## src/rtl/regfile_pkg.sv

```systemverilog
// Shared types and default sizing for the parametrised register file.
// Imported by the interface, the dump sequencer and the top.
package regfile_pkg;

   localparam int REGFILE_DATA_W = 32;
   localparam int REGFILE_ADDR_W = 4;

   typedef enum logic {
      DUMP_IDLE = 1'b0,
      DUMP_RUN  = 1'b1
   } dump_state_t;

endpackage

```

## src/rtl/register_file_param_if.sv

```systemverilog
// Bus bundle for the register file: decode read ports, write-back port,
// fetch PC input and the debug dump stream.
interface register_file_param_if
   import regfile_pkg::*;
#(
   parameter int DATA_W = REGFILE_DATA_W,
   parameter int ADDR_W = REGFILE_ADDR_W
);

   logic [ADDR_W-1:0] A1;
   logic [ADDR_W-1:0] A2;
   logic [ADDR_W-1:0] A3;
   logic [DATA_W-1:0] WD3;
   logic              wr_enable;
   logic [DATA_W-1:0] RI15;
   logic [DATA_W-1:0] RD1;
   logic [DATA_W-1:0] RD2;

   logic              dump_start;
   logic              dump_ready;
   logic              dump_valid;
   logic [ADDR_W-1:0] dump_addr;
   logic [DATA_W-1:0] dump_data;
   logic              dump_last;
   logic              dump_busy;

   modport master (
      output A1, A2, A3, WD3, wr_enable, RI15, dump_start, dump_ready,
      input  RD1, RD2, dump_valid, dump_addr, dump_data, dump_last, dump_busy
   );

   modport slave (
      input  A1, A2, A3, WD3, wr_enable, RI15, dump_start, dump_ready,
      output RD1, RD2, dump_valid, dump_addr, dump_data, dump_last, dump_busy
   );

endinterface

```

## src/rtl/regfile_dump_seq.sv

```systemverilog
// Dump sequencer: walks every register index once over a valid/ready stream.
//
//   state     | meaning
//   ----------+-----------------------------------------------------------
//   DUMP_IDLE | no dump in progress; outputs quiet, waits for dump_start
//   DUMP_RUN  | presenting beat cnt; advances on handshake, exits after last
module regfile_dump_seq
   import regfile_pkg::*;
#(
   parameter int ADDR_W = REGFILE_ADDR_W
) (
   input  logic              clk,
   input  logic              reset,
   input  logic              dump_start,
   input  logic              dump_ready,
   output logic              dump_valid,
   output logic              dump_busy,
   output logic              dump_last,
   output logic [ADDR_W-1:0] dump_addr
);

   localparam logic [ADDR_W-1:0] LAST_IDX = '1;

   dump_state_t       state;
   dump_state_t       state_nxt;
   logic [ADDR_W-1:0] cnt;
   logic [ADDR_W-1:0] cnt_nxt;

   always_ff @(posedge clk) begin
      if (reset) begin
         state <= DUMP_IDLE;
         cnt   <= '0;
      end else begin
         state <= state_nxt;
         cnt   <= cnt_nxt;
      end
   end

   always_comb begin
      state_nxt  = state;
      cnt_nxt    = cnt;
      dump_valid = 1'b0;
      dump_busy  = 1'b0;
      dump_last  = 1'b0;
      dump_addr  = '0;
      case (state)
         DUMP_IDLE: begin
            if (dump_start) begin
               state_nxt = DUMP_RUN;
               cnt_nxt   = '0;
            end
         end
         DUMP_RUN: begin
            dump_valid = 1'b1;
            dump_busy  = 1'b1;
            dump_addr  = cnt;
            dump_last  = (cnt == LAST_IDX);
            // dump_start is deliberately not looked at here: no restart, no queueing
            if (dump_ready) begin
               if (cnt == LAST_IDX) begin
                  state_nxt = DUMP_IDLE;
               end else begin
                  cnt_nxt = cnt + 1'b1;
               end
            end
         end
         default: begin
            state_nxt = DUMP_IDLE;
            cnt_nxt   = '0;
         end
      endcase
   end

endmodule

```

## src/rtl/register_file_param.sv

```systemverilog
// Parametrised register file: two combinational read ports, one write port,
// PC slot sourced from fetch, optional write bypass and a debug dump stream.
module register_file_param
   import regfile_pkg::*;
#(
   parameter int DATA_W = REGFILE_DATA_W,
   parameter int ADDR_W = REGFILE_ADDR_W,
   parameter int PC_IDX = (1 << ADDR_W) - 1,
   parameter int BYPASS = 1
) (
   input  logic                  clk,
   input  logic                  reset,
   register_file_param_if.slave  bus
);

   localparam int                NUM_REGS = 1 << ADDR_W;
   localparam int                NUM_PORTS = 3;
   localparam logic [ADDR_W-1:0] PC_ADDR  = ADDR_W'(PC_IDX);

   logic [DATA_W-1:0] regs [NUM_REGS];
   logic              wr_gen;
   logic [ADDR_W-1:0] rd_addr [NUM_PORTS];

   logic              seq_valid;
   logic              seq_busy;
   logic              seq_last;
   logic [ADDR_W-1:0] seq_addr;

   // The PC slot is never written, so its storage folds away.
   assign wr_gen = bus.wr_enable && (bus.A3 != PC_ADDR);

   always_ff @(posedge clk) begin
      if (reset) begin
         for (int i = 0; i < NUM_REGS; i++) begin
            regs[i] <= '0;
         end
      end else if (wr_gen) begin
         regs[bus.A3] <= bus.WD3;
      end
   end

   regfile_dump_seq #(
      .ADDR_W (ADDR_W)
   ) u_dump_seq (
      .clk        (clk),
      .reset      (reset),
      .dump_start (bus.dump_start),
      .dump_ready (bus.dump_ready),
      .dump_valid (seq_valid),
      .dump_busy  (seq_busy),
      .dump_last  (seq_last),
      .dump_addr  (seq_addr)
   );

   assign rd_addr[0] = bus.A1;
   assign rd_addr[1] = bus.A2;
   assign rd_addr[2] = seq_addr;

   // Port 2 is the dump mux; it sees the same PC and bypass rules as decode.
   for (genvar p = 0; p < NUM_PORTS; p++) begin : g_rd
      logic [DATA_W-1:0] val;
      always_comb begin
         val = regs[rd_addr[p]];
         if ((BYPASS != 0) && wr_gen && (bus.A3 == rd_addr[p])) begin
            val = bus.WD3;
         end
         if (rd_addr[p] == PC_ADDR) begin
            val = bus.RI15;
         end
      end
   end

   assign bus.RD1        = g_rd[0].val;
   assign bus.RD2        = g_rd[1].val;
   assign bus.dump_valid = seq_valid;
   assign bus.dump_busy  = seq_busy;
   assign bus.dump_last  = seq_last;
   assign bus.dump_addr  = seq_addr;
   assign bus.dump_data  = seq_valid ? g_rd[2].val : '0;

endmodule

```

## src/flat_wrapper.sv

```systemverilog
// flat-port wrapper written by rule: the top's interface ports become plain ports
module register_file_param_flat import regfile_pkg::*;
#(
   parameter int DATA_W = REGFILE_DATA_W,
   parameter int ADDR_W = REGFILE_ADDR_W,
   parameter int PC_IDX = (1 << ADDR_W) - 1,
   parameter int BYPASS = 1
)
  (clk, reset, bus_A1, bus_A2, bus_A3, bus_WD3, bus_wr_enable, bus_RI15, bus_dump_start, bus_dump_ready, bus_RD1, bus_RD2, bus_dump_valid, bus_dump_addr, bus_dump_data, bus_dump_last, bus_dump_busy);
  register_file_param_if #(.DATA_W(DATA_W), .ADDR_W(ADDR_W)) bus_i ();
  input  logic clk;
  input  logic reset;
  input wire logic [$bits(bus_i.A1)-1:0] bus_A1;
  input wire logic [$bits(bus_i.A2)-1:0] bus_A2;
  input wire logic [$bits(bus_i.A3)-1:0] bus_A3;
  input wire logic [$bits(bus_i.WD3)-1:0] bus_WD3;
  input wire logic [$bits(bus_i.wr_enable)-1:0] bus_wr_enable;
  input wire logic [$bits(bus_i.RI15)-1:0] bus_RI15;
  input wire logic [$bits(bus_i.dump_start)-1:0] bus_dump_start;
  input wire logic [$bits(bus_i.dump_ready)-1:0] bus_dump_ready;
  output wire logic [$bits(bus_i.RD1)-1:0] bus_RD1;
  output wire logic [$bits(bus_i.RD2)-1:0] bus_RD2;
  output wire logic [$bits(bus_i.dump_valid)-1:0] bus_dump_valid;
  output wire logic [$bits(bus_i.dump_addr)-1:0] bus_dump_addr;
  output wire logic [$bits(bus_i.dump_data)-1:0] bus_dump_data;
  output wire logic [$bits(bus_i.dump_last)-1:0] bus_dump_last;
  output wire logic [$bits(bus_i.dump_busy)-1:0] bus_dump_busy;
  assign bus_i.A1 = bus_A1;
  assign bus_i.A2 = bus_A2;
  assign bus_i.A3 = bus_A3;
  assign bus_i.WD3 = bus_WD3;
  assign bus_i.wr_enable = bus_wr_enable;
  assign bus_i.RI15 = bus_RI15;
  assign bus_i.dump_start = bus_dump_start;
  assign bus_i.dump_ready = bus_dump_ready;
  assign bus_RD1 = bus_i.RD1;
  assign bus_RD2 = bus_i.RD2;
  assign bus_dump_valid = bus_i.dump_valid;
  assign bus_dump_addr = bus_i.dump_addr;
  assign bus_dump_data = bus_i.dump_data;
  assign bus_dump_last = bus_i.dump_last;
  assign bus_dump_busy = bus_i.dump_busy;
  register_file_param #(.DATA_W(DATA_W), .ADDR_W(ADDR_W), .PC_IDX(PC_IDX), .BYPASS(BYPASS)) u_core (.clk(clk), .reset(reset), .bus(bus_i));
endmodule
```

## config.mk

```make
export PLATFORM = sky130hd
export DESIGN_NAME = register_file_param_flat
export DESIGN_NICKNAME = d
export VERILOG_FILES = /design/src/rtl/regfile_pkg.sv /design/src/rtl/register_file_param_if.sv /design/src/rtl/regfile_dump_seq.sv /design/src/rtl/register_file_param.sv /design/src/flat_wrapper.sv
export SDC_FILE = /design/constraint.sdc
export NUM_CORES = 1
export LEC_CHECK = 0
export ABC_CLOCK_PERIOD_IN_PS = 4880
export BUFFER_PORTS_ARGS = -buffer_cell sky130_fd_sc_hd__buf_2
export CAP_MARGIN = 10
export CORE_MARGIN = 4
export CORE_UTILIZATION = 55
export CTS_CLUSTER_DIAMETER = 120
export DETAILED_ROUTE_END_ITERATION = 8
export GPL_ROUTABILITY_DRIVEN = 0
export PLACE_DENSITY_LB_ADDON = 0.1
export SETUP_SLACK_MARGIN = 0.2
export SLEW_MARGIN = 20
export SYNTH_ARGS = -nofsm -noshare
export SYNTH_HDL_FRONTEND = slang
export SYNTH_SLANG_ARGS = --single-unit
```

## constraint.sdc

```tcl
create_clock -name clk -period 4.88 [get_ports clk]
set_clock_uncertainty 0.15 [all_clocks]
set_input_delay 0.732 -clock clk [delete_from_list [all_inputs] [get_ports clk]]
set_output_delay 0.732 -clock clk [all_outputs]
set_load 0.01 [all_outputs]
```

Word level (Yosys, flattened, before mapping)
Memories as Yosys holds them, arrays and structs flattened. Index checks and enable logic that the tools add are counted.

Bits of input ports: 81. Output and inout port bits: 103. Bits in latches: 0. ROM bits: 0. Flip-flop bits (word level): 5. Memories: 1. Memory bits (writable): 512.

Memories: u_core.regs (words 16, bits a word 32, rd ports 3, clocked after Yosys merged registers in 0, write ports 16, RTL line register_file_param.sv:20) `logic [DATA_W-1:0] regs [NUM_REGS];`.

Bitwise operators: 1. Multiplexer cells: 26. $lt $le $gt $ge: 0. Add/subtract/negate cells: 1. Div/mod/pow operators: 0. Multipliers: 0. Shift-type cells: 0. Equality and inequality tests: 11. Reductions and logical operators: 6.

Operators with widths (count): 32-bit two-way mux (8); 32-bit OR reduction (1); 4-bit two-way mux (5); 4-bit == test, second input constant (4); 4-bit == test (3); 1-bit two-way mux (11); 4-bit one-hot mux with 2 select lines (1); 2-bit != test, second input constant (3); 4-bit by 1-bit adder with 4-bit output, second input constant (1); 1-bit logical AND (4); 4-bit != test, second input constant (1); 3-bit AND reduction (1); 1-bit one-hot mux with 2 select lines (1); 1-bit inverter (1).

Logic depth before layout (Yosys ltp)
Depth after elaboration: 7. Mapped depth: 9.

Modules after synthesis
A second synthesis with hierarchy kept.

Cells, all modules: 2301. Area total of the unflattened synthesis: 32318.5 um^2.

By module, submodules not included: register_file_param (area an instance 32033.2 um^2, times used 1, cells each 2267); regfile_dump_seq (area an instance 285.3 um^2, times used 1, cells each 34).

Least setup slack after synthesis
Ideal clock, no wire load.

Kind: input-to-output. Start point: input port bus_A3[1]. End point: output port bus_dump_data[2]. Required time: 3.998 ns. Cell stages on the path: 7. Path slack: 1.949 ns. Arrival time: 2.050 ns. Cell sequence: buf_2 -> xor2_1 -> o22ai_1 -> o22a_1 -> buf_4 -> buf_2 -> a221oi_1.

Cells in the longest elaborated chain, start to end: 6.

RTL lines: start, declared (RTL line flat_wrapper.sv:15) `input wire logic [$bits(bus_i.A3)-1:0] bus_A3;`; 4-bit != test (RTL line register_file_param.sv:30) `assign wr_gen = bus.wr_enable && (bus.A3 != PC_ADDR);`; 1-bit logical AND (RTL line register_file_param.sv:30); 1-bit logical AND (*) (RTL line register_file_param.sv:64) `if ((BYPASS != 0) && wr_gen && (bus.A3 == rd_addr[p])) begin`; 32-bit two-way mux (*) (RTL line register_file_param.sv:64); 32-bit two-way mux (*) (RTL line register_file_param.sv:67) `if (rd_addr[p] == PC_ADDR) begin`; 32-bit two-way mux (*) (RTL line register_file_param.sv:79) `assign bus.dump_data = seq_valid ? g_rd[2].val : '0;`; end, declared (RTL line flat_wrapper.sv:25) `output wire logic [$bits(bus_i.dump_data)-1:0] bus_dump_data;`.

Every way passes the cells marked *; elsewhere a longest branch is shown, timed or not.

Worst setup path after layout
Start point: register u_core.u_dump_seq.state. End point: output port bus_dump_data[20].

Cells in the longest elaborated chain, start to end: 6.

RTL lines: start, declared (RTL line regfile_dump_seq.sv:24) `dump_state_t state;`; start signal, assigned (RTL line regfile_dump_seq.sv:34) `state <= state_nxt;`; branches (longest 5 deep; another with memory read 16 x 32 bit); 32-bit two-way mux (*) (RTL line register_file_param.sv:79).

Mark *: on every way between the ends.

==> flow_summary.yaml <==
clock_network:
  cts_num_sinks: 517
  cts.root.buffer_cell: "clkbuf_16"
  clk_latency_ns: 0.64
  cts-buffers-inserted: 58
  cts_repair_resize_count: 0
  worst_setup_hold_path_clk_slew_ns: 0.06
  cts_stage_hold_buffer_count: 0
  post-cts-setup-buffer-count: 0
  cts_tree: "yes"
  cts.path.max_buffers: 3
  cts-htree-levels: 2
floorplanning:
  core_area_sq_um: 60200
  die_y_microns: 254
  design.die.area_sq_um: 64600
  std_cell_rows: 90
  initial_utilization: 0.554
  dieWidth_microns: 254
  io_pins: 184
sta:
  grt_setup_unrepaired: "false"
  min_period_ns: 4.63
  finalSetupViolCount: 0
  max_freq_mhz: 216
  setup_tns_ns: 0
  relSlewSlack: 0.222
  worst_pin_slew_ns: 1.17
  min_period_over_period: 0.950
  timing.final.max_slew_violations: 0
  timing_hold_violations_final: 0
finish:
  post-route-cell-area_sq_um: 37000
  most_frequent_standard_cell_in_the_layout_excluding_fill_and_tap_cells: "edfxtp_1"
  num-nets-final: 2869
  fillers: 4674
  final_cells: 3619
  drive_above_1_share: 0.289
  most_frequent_cells_in_the_layout: "edfxtp_1, and2_1, nor2_1"
  syn_to_final_growth_pct: 11.0
run_status:
  status: "finished clean"
critical_path:
  cell_occurring_most_often_along_the_worst_timing_path: "buf_4"
  crit_path_max_fanout: 32
  worst_path_max_delay_cell: "dfxtp_2"
  worstPathArrival_ns: 3.75
  cp_data_required_time_ns: 4.00
  end_kind: "output pin"
  crit_type: "register to output pin"
  timing.critical_path.cells: "buf_4, and2b_1, buf_4, o21ai_0, a211oi_1, o32ai_1, a221oi_2, buf_2"
  critical-path-max-stage-delay_ns: 0.79
  worstSetupStartpointType: "register"
routing:
  detailedRoute.firstPassIterationCount: 7
  wl_mm: 129
  drc: 0
  avgRoutedWirePerCell_microns: 35.6
  detail-route-antenna-nets: 0
  vias: 27000
  drc_violation_total_after_the_first_tritonroute_iteration: 4492
  vias_per_cell: 7.46
logic_synthesis:
  yosys_warnings: 0
  number_of_synthesized_register_bits: 517
  synthesis.area_per_instance_sq_um: 12.4
  netlist.top_cell.by_area: "edfxtp_1"
  synth_seq_area_share: 0.464
  post_synth_inst_count: 2695
  netlist_area_sq_um: 33300
  ys_types: 58
  synth_area_leaders: "edfxtp_1, mux4_2, and2_1"
  area_share_of_the_leading_cell_type_in_the_synthesized_netlist: 0.461
global_route:
  antenna_found_initial: 7
  number_of_global_route_vias_before_repair: 26600
  grt_max_degree: 66
  globalRoute.totalOverflow: 0
  grt_usage: 0.391
  grt_first_pass_wirelength_mm: 183
placement:
  dpl_hpwl_mm: 76.9
  port_buffers: 183
  post-place-cells: 3508
  dpl-instance-area_sq_um: 35000
pwr:
  pleak_nw: 12.6
  vdd.ir_drop.worst_mv: 0.271
  totalPowerFinal_w: 0.0119
  power_density_over_the_cells_nw_per_um2: 322
flow_run:
  drv.max_cap_violation_count: 0
worst_hold_path:
  holdCritPathClass: "primary input to register"
[layout make-up]
cell class	count	area (sq um)	share of cell area
Tap cell	782	978	0.0264
Inverter	6	22.5	0.000608
Multi-Input combinational cell	1907	16600	0.448
Timing Repair Buffer	297	2000	0.0539
Clock buffer	77	1550	0.0419
Antenna cell	2	5.00	0.000135
Clock inverter	31	407	0.0110
Sequential cell	517	15500	0.418
[routing by layer]
metal  vias to the layer above  wire, microns  share of wire  global-route usage
met1                     13400          44300           0.34               0.513
li1                      10700              -              -                   -
met5                         -             39        0.00030                   0
met3                       551          18300           0.14               0.106
met4                         6           7710          0.060               0.209
met2                      2413          58400           0.45               0.603
[synthesized netlist by cell type (all sizes together)]
cell	n
inv	6
o221ai	2
or3b	1
nand4	6
xor2	4
nor2b	3
a31oi	2
o32ai	126
nand2b	8
and3	2
ha	1
o22ai	223
buf	147
or2b	1
and2b	1
nand3b	4
a22oi	2
nand2	41
and4	1
o21a	2
nor2	302
a222oi	1
a311oi	1
nand4b	2
conb	1
a21o	1
mux2i	66
dfxtp	5
and2	481
mux2	94
a21oi	33
mux4	256
o211ai	2
o21ai	97
nor3	9
clkbuf	149
o22a	2
a211oi	32
edfxtp	512
a221oi	31
or4bb	1
or2	19
nand3	6
xnor2	8
or3	1
[stage by stage]
step / util / setup slack [ns] / hold slack [ns]
global placement: 0.581 / 0.792 / 0.557
CTS: 0.614 / 0.259 / 0.117
finish: 0.615 / 0.246 / 0.129
detailed placement: 0.581 / 0.720 / 0.558
floorplan: - / 1.95 / 0.430
global route: 0.615 / 0.213 / 0.144
[critical path, delay by kind of cell, from the launching register on]
kind                   cells  cell delay (ns)
AND/OR/NAND/NOR            1             0.18
buffers and inverters      3             0.98
AO/OA/AOI/OAI              4             1.13
flip-flops                 1             0.79
[path summary, 6_finish.rpt]
path	start	endpoint	slack, ns	cells past startpoint
setup / recovery	u_core.u_dump_seq.state$_SDFF_PP0_	bus_dump_data[20]	0.25	8
hold / removal	bus_dump_ready	u_core.u_dump_seq.state$_SDFF_PP0_	0.13	2
setup reg to reg	u_core.u_dump_seq.cnt[1]$_SDFFE_PP0P_	u_core.u_dump_seq.cnt[1]$_SDFFE_PP0P_	2.41	6
hold reg to reg	u_core.u_dump_seq.cnt[3]$_SDFFE_PP0P_	u_core.u_dump_seq.cnt[3]$_SDFFE_PP0P_	0.59	2
[sequential cells by signal (all words and copies together), names as in the netlist]
name,cells
u_core.u_dump_seq.state,1
u_core.regs,512
u_core.u_dump_seq.cnt,4
[power by group]
group,leakage (nW),total [W],internal (W),switching [W]
clock,0.947,0.00460,0.00271,0.00189
sequential,4.93,0.00537,0.00515,0.000217
combinational,6.69,0.00196,0.000807,0.00115
total,12.6,0.0119,0.00867,0.00325
[logic make-up (layout without fill, tap and decap cells)]
| kind of cell | after synthesis | count (layout) | synth area share |
|---|---|---|---|
| xor+xnor | 12 | 12 | 0.00315 |
| simple gates | 889 | 889 | 0.142 |
| compound gates | 557 | 557 | 0.119 |
| mux | 416 | 416 | 0.224 |
| buf+inv | 302 | 411 | 0.0470 |
| flops | 517 | 517 | 0.464 |
| fa+ha+maj | 1 | 1 | 0.000375 |
| other cells | 1 | 34 | 0.000112 |
Power figures use the tool's default switching activity.
